## config.mk

```make
export PLATFORM = sky130hd
export DESIGN_NAME = mem_arbiter
export DESIGN_NICKNAME = d
export VERILOG_FILES = /design/src/rtl/mem_arbiter.sv
export SDC_FILE = /design/constraint.sdc
export NUM_CORES = 1
export LEC_CHECK = 0
export CAP_MARGIN = 20
export CORE_MARGIN = 8
export CORE_UTILIZATION = 44
export DETAILED_ROUTE_END_ITERATION = 10
export GPL_TIMING_DRIVEN = 1
export PLACE_DENSITY = 0.84
export RECOVER_POWER = 50
export SYNTH_ARGS = -nofsm -noshare
export SYNTH_HDL_FRONTEND = slang
export SYNTH_SLANG_ARGS = --single-unit
```

## constraint.sdc

```tcl
create_clock -name HCLK -period 4.6 [get_ports HCLK]
set_input_delay 0.92 -clock HCLK [delete_from_list [all_inputs] [get_ports HCLK]]
set_output_delay 0.92 -clock HCLK [all_outputs]
set_load 0.05 [all_outputs]
```

## src/rtl/mem_arbiter.sv

```systemverilog
`default_nettype none
// ============================================================================
// mem_arbiter : two-requester round-robin arbiter onto one AHB-Lite master port
// Revision 1.0
// ============================================================================
module mem_arbiter #(
    parameter int         TIMEOUT = 16,
    parameter logic [2:0] HSIZE_W = 3'b010
) (
    input  logic        HCLK,
    input  logic        HRESETn,
    input  logic        m0_valid,
    input  logic        m0_write,
    input  logic [31:0] m0_addr,
    input  logic [31:0] m0_wdata,
    output logic        m0_ready,
    output logic        m0_done,
    output logic [31:0] m0_rdata,
    output logic        m0_err,
    input  logic        m1_valid,
    input  logic        m1_write,
    input  logic [31:0] m1_addr,
    input  logic [31:0] m1_wdata,
    output logic        m1_ready,
    output logic        m1_done,
    output logic [31:0] m1_rdata,
    output logic        m1_err,
    output logic        HSEL,
    output logic [1:0]  HTRANS,
    output logic [31:0] HADDR,
    output logic        HWRITE,
    output logic [2:0]  HSIZE,
    output logic [31:0] HWDATA,
    input  logic [31:0] HRDATA,
    input  logic        HREADY,
    input  logic [1:0]  HRESP
);

    localparam int               CNT_W    = $clog2(TIMEOUT + 1);
    localparam logic [CNT_W-1:0] CNT_LAST = CNT_W'(TIMEOUT - 1);
    localparam logic [CNT_W-1:0] CNT_MAX  = CNT_W'(TIMEOUT);

    typedef enum logic [1:0] {
        IDLE = 2'd0,
        ADDR = 2'd1,
        DATA = 2'd2
    } state_t;

    state_t           state;
    logic             last_grant;
    logic             owner;
    logic             cap_write;
    logic [31:0]      cap_addr;
    logic [31:0]      cap_wdata;
    logic [CNT_W-1:0] wait_cnt;

    logic             grant0;
    logic             grant1;
    logic             timeout_hit;
    logic             finish;
    logic             fin_err;
    logic [31:0]      fin_rdata;

    always_comb begin
        grant0 = 1'b0;
        grant1 = 1'b0;
        // last_grant=1 means port 1 was served last, so port 0 wins a tie
        if (HRESETn && (state == IDLE)) begin
            grant0 = m0_valid && (!m1_valid || last_grant);
            grant1 = m1_valid && !grant0;
        end
        // Abort on the edge that closes the TIMEOUT-th consecutive wait cycle
        timeout_hit = !HREADY && (wait_cnt == CNT_LAST);
        finish      = (state == DATA) && (HREADY || timeout_hit);
        fin_err     = !HREADY || (HRESP != 2'b00);
        fin_rdata   = (HREADY && !cap_write) ? HRDATA : 32'h0;
    end

    assign m0_ready = grant0;
    assign m1_ready = grant1;

    assign HSEL   = (state == ADDR);
    assign HTRANS = (state == ADDR) ? 2'b10 : 2'b00;
    assign HADDR  = cap_addr;
    assign HWRITE = cap_write;
    assign HSIZE  = HSIZE_W;
    assign HWDATA = (state != IDLE) ? cap_wdata : 32'h0;

    always_ff @(posedge HCLK or negedge HRESETn) begin
        if (!HRESETn) begin
            state      <= IDLE;
            last_grant <= 1'b1;
            owner      <= 1'b0;
            cap_write  <= 1'b0;
            cap_addr   <= 32'h0;
            cap_wdata  <= 32'h0;
            wait_cnt   <= '0;
            m0_done    <= 1'b0;
            m0_rdata   <= 32'h0;
            m0_err     <= 1'b0;
            m1_done    <= 1'b0;
            m1_rdata   <= 32'h0;
            m1_err     <= 1'b0;
        end else begin
            m0_done <= 1'b0;
            m1_done <= 1'b0;
            case (state)
                IDLE: begin
                    if (grant0 || grant1) begin
                        owner      <= grant1;
                        last_grant <= grant1;
                        cap_write  <= grant1 ? m1_write : m0_write;
                        cap_addr   <= grant1 ? m1_addr  : m0_addr;
                        cap_wdata  <= grant1 ? m1_wdata : m0_wdata;
                        state      <= ADDR;
                    end
                end
                ADDR: begin
                    if (HREADY) begin
                        wait_cnt <= '0;
                        state    <= DATA;
                    end
                end
                DATA: begin
                    if (finish) begin
                        state <= IDLE;
                        if (owner) begin
                            m1_done  <= 1'b1;
                            m1_rdata <= fin_rdata;
                            m1_err   <= fin_err;
                        end else begin
                            m0_done  <= 1'b1;
                            m0_rdata <= fin_rdata;
                            m0_err   <= fin_err;
                        end
                    end else if (wait_cnt != CNT_MAX) begin
                        wait_cnt <= wait_cnt + CNT_W'(1);
                    end
                end
                default: state <= IDLE;
            endcase
        end
    end

endmodule
`default_nettype wire

```

==> metrics <==
first-pass GRT wire length 37000 um; initial antenna violation count 2; drt drc 0; die height 142 um; failing checks max-capacitance violations, max-slew violations; Clock power frac 17.1%; share of layout cells above drive strength 1 13.1%; status finished with violations; CP cell instances clkdlybuf4s50_1 > nand4bb_1 > nor2_1 > clkdlybuf4s50_1; fin nets 1104; post-cts sizing count 0; routed length per instance 21.0 um; P per Cell Area 737 mW/mm2; max layer used met4; final hold viol count 0; GR Overflow Total 0; initial core utilization 44.4%; largest net degree at the start of global routing 82; Logic pwr share 56.0%; routed wl met2 11700 um; crit-path max cell delay 0.84 ns; Worst EP required 3.68 ns; cell count after synthesis 661; TritonCTS clock tree done; Switching Power 3.80 mW; leakage power 4.56 nW; FP Rows 46; Die Wd 142 um; Post-CTS Setup Bufs 0; #FFs+latches synth 142; Rel. slew slack -36.7%; io pins 310; hold crit path type input port to asynchronous set/reset pin; clk_lat worst skew 0.41 ns; Setup TNS Final 0 ns; Final Instance Count excl. Fillers 1163; Critical Path Source m1_valid; Avg Cell Area, Syn 10.5 um2; DRT iter0 DRCs 397; GR Util All Layers 23.8%; core area 0.0157 mm2; die area 0.0201 mm2; synth unique cells 46; IO Port Bufs 305; Crit. End Element output pin; fraction of registers with async set/reset 100%; Layout area overhead 52.8%; Mapped Area 0.00695 mm2; number of global-route vias before repair 6568; pins over their slew limit 139; clock-pin slew on the worst setup and hold paths 0.06 ns; Worst IR Drop VDD 0.428 mV; Crit-path slowest cell clkdlybuf4s50_1; Yosys warning total 0; Sequential Power Share 26.9%; Setup WS post-layout 0.751 ns; R2R Path Start wait_cnt[0]; met3 WL 2540 um; RSZ-0062 raised after global routing false; MaxCap Viol Count 3; P_int 4.02 mW; wl on met1 9700 um; period utilisation layout 83.7%; CTS buffer count 17; min Tclk post-route 3.85 ns; Total Power 7.82 mW; depth of the CTS H-tree 4; sequential area share after synthesis 51.2%; Final HPWL DP 17700 um; crit-path max FO 9; Setup violations, final 0; Primary FF master, synth dfrtp_1; Worst path most repeated cell clkdlybuf4s50_1; CP startpoint kind input port; Post-synth EDFFs 0; Detailed Routing Iterations Pass 1 5; hold buffers post-CTS 0; dpl cells 1128; CP Class input port to output pin; clk_skew 0.00867 ns; worst slew pin tran 2.05 ns; Clock Tree Root clkbuf_16; vias per cell 5.48; dpl ws 0.792 ns; Longest Clk Path Bufs 2; Routed Wire Length 24500 um; Fmax 260 MHz; Sink Count 142; Routed Antenna Nets 0; routed vias 6378; Sw Ratio 48.5%; Critical Path AT 2.93 ns; Routability Congestion 0.809
[through the flow]
stage          utilization (%)  hold WS (ns)  area [um2]
4_1_cts                   67.8         0.357       10600
2_1_floorplan                -         0.469        6950
3_3_place_gp              64.2         0.483       10000
3_5_place_dp              64.2         0.490       10000
5_1_grt                   67.8         0.364       10600
6_report                  67.8         0.365       10600
[path summary, 6_finish.rpt]
| kind | cells past startpoint | to | slack [ns] |
|---|---|---|---|
| worst max-delay path | 4 | m1_ready | 0.75 |
| worst min-delay path | 1 | cap_wdata[2] | 0.36 |
| worst max register to register | 7 | m1_rdata[10] | 1.25 |
| worst min register to register | 1 | m0_rdata[14] | 0.50 |
| max in group asynchronous | 3 | HADDR[27] | 1.68 |
| min in group HCLK | 1 | m0_rdata[14] | 0.50 |
[synthesized netlist by cell type, types with 7 or more instances]
master	number	share of area, %
and2_1	33	3.0
o31ai_1	57	6.2
nor2_1	10	0.54
buf_4	11	1.2
buf_2	7	0.50
nand3_1	9	0.65
mux2_2	66	11
a31oi_1	9	0.81
buf_6	7	1.1
nor2b_1	33	3.0
a21oi_1	122	8.8
o21ai_0	66	4.8
clkbuf_1	43	2.3
dfrtp_1	141	51
[cells by family (layout without fill, tap and decap cells)]
logic type	count (synthesis)	count (layout)	share of synthesized area (%)
AO/OA/AOI/OAI	263	263	21.6
adder cells (fa/ha/maj)	3	3	0.540
buffers and inverters	74	356	5.48
flip-flops	142	142	51.2
multiplexers	66	66	10.7
other	2	6	0.108
AND/OR/NAND/NOR	111	111	10.4
[placed cells by master, fill, tap and decap left out, types with 2 or more instances in the layout]
master	Yosys	final
nand2_1	5	5
a21oi_1	122	122
conb_1	2	4
ha_1	3	3
clkinvlp_4	0	3
buf_12	0	2
clkdlybuf4s50_1	0	242
inv_8	0	3
a31oi_1	9	9
nor2b_1	33	33
buf_4	11	9
clkbuf_16	0	17
and2_1	33	33
inv_6	0	5
clkinv_2	0	2
mux2_2	66	66
o31ai_1	57	57
inv_1	5	5
diode_2	0	2
o22a_1	2	2
nand3_1	9	9
dlygate4sd3_1	0	60
nor2_1	10	8
nor3_1	2	2
o21ai_0	66	66
dfrtp_1	141	141
nor3b_4	2	2
clkbuf_1	43	3
[per-layer routing]
layer | global-route usage, % | up-vias
met5 | 0 | -
met4 | 8.37 | 0
met3 | 8.64 | 36
met2 | 38.8 | 322
met1 | 28.6 | 3078
li1 | - | 2942
[worst max-delay path: cells and delay by family]
kind          cells  cell delay [ns]
buf+inv           2             1.43
simple gates      2             0.57
[power by group through the flow]
stage	combinational [mW]	clock, mW	sequential [mW]
final	4.38	1.34	2.11
after global routing	4.58	1.42	2.18
after CTS	4.48	1.37	2.12
after detailed placement	4.47	0	2.13
after global placement	4.43	0	2.10
after floorplan	1.57	0	3.43
[area by class of cell]
class / count / area (um2)
Timing Repair Buffer: 319 / 3160
Clock buffer: 17 / 425
Sequential cell: 142 / 3550
Multi-Input combinational cell: 447 / 3030
Inverter: 5 / 18.8
Clock inverter: 15 / 149
Antenna cell: 2 / 5.00
Fill cell: 1220 / 5040
Tap cell: 216 / 270
[sequential cells by signal, indices dropped and copies added (netlist names)]
| register | count |
|---|---|
| m1_err | 1 |
| state | 2 |
| m0_done | 1 |
| m1_rdata | 32 |
| wait_cnt | 5 |
| cap_wdata | 32 |
| last_grant | 1 |
| HADDR | 32 |
| HWRITE | 1 |
| owner | 1 |
| m0_err | 1 |
| m0_rdata | 32 |
| m1_done | 1 |
Note: power is estimated with default switching activity, not from simulation.
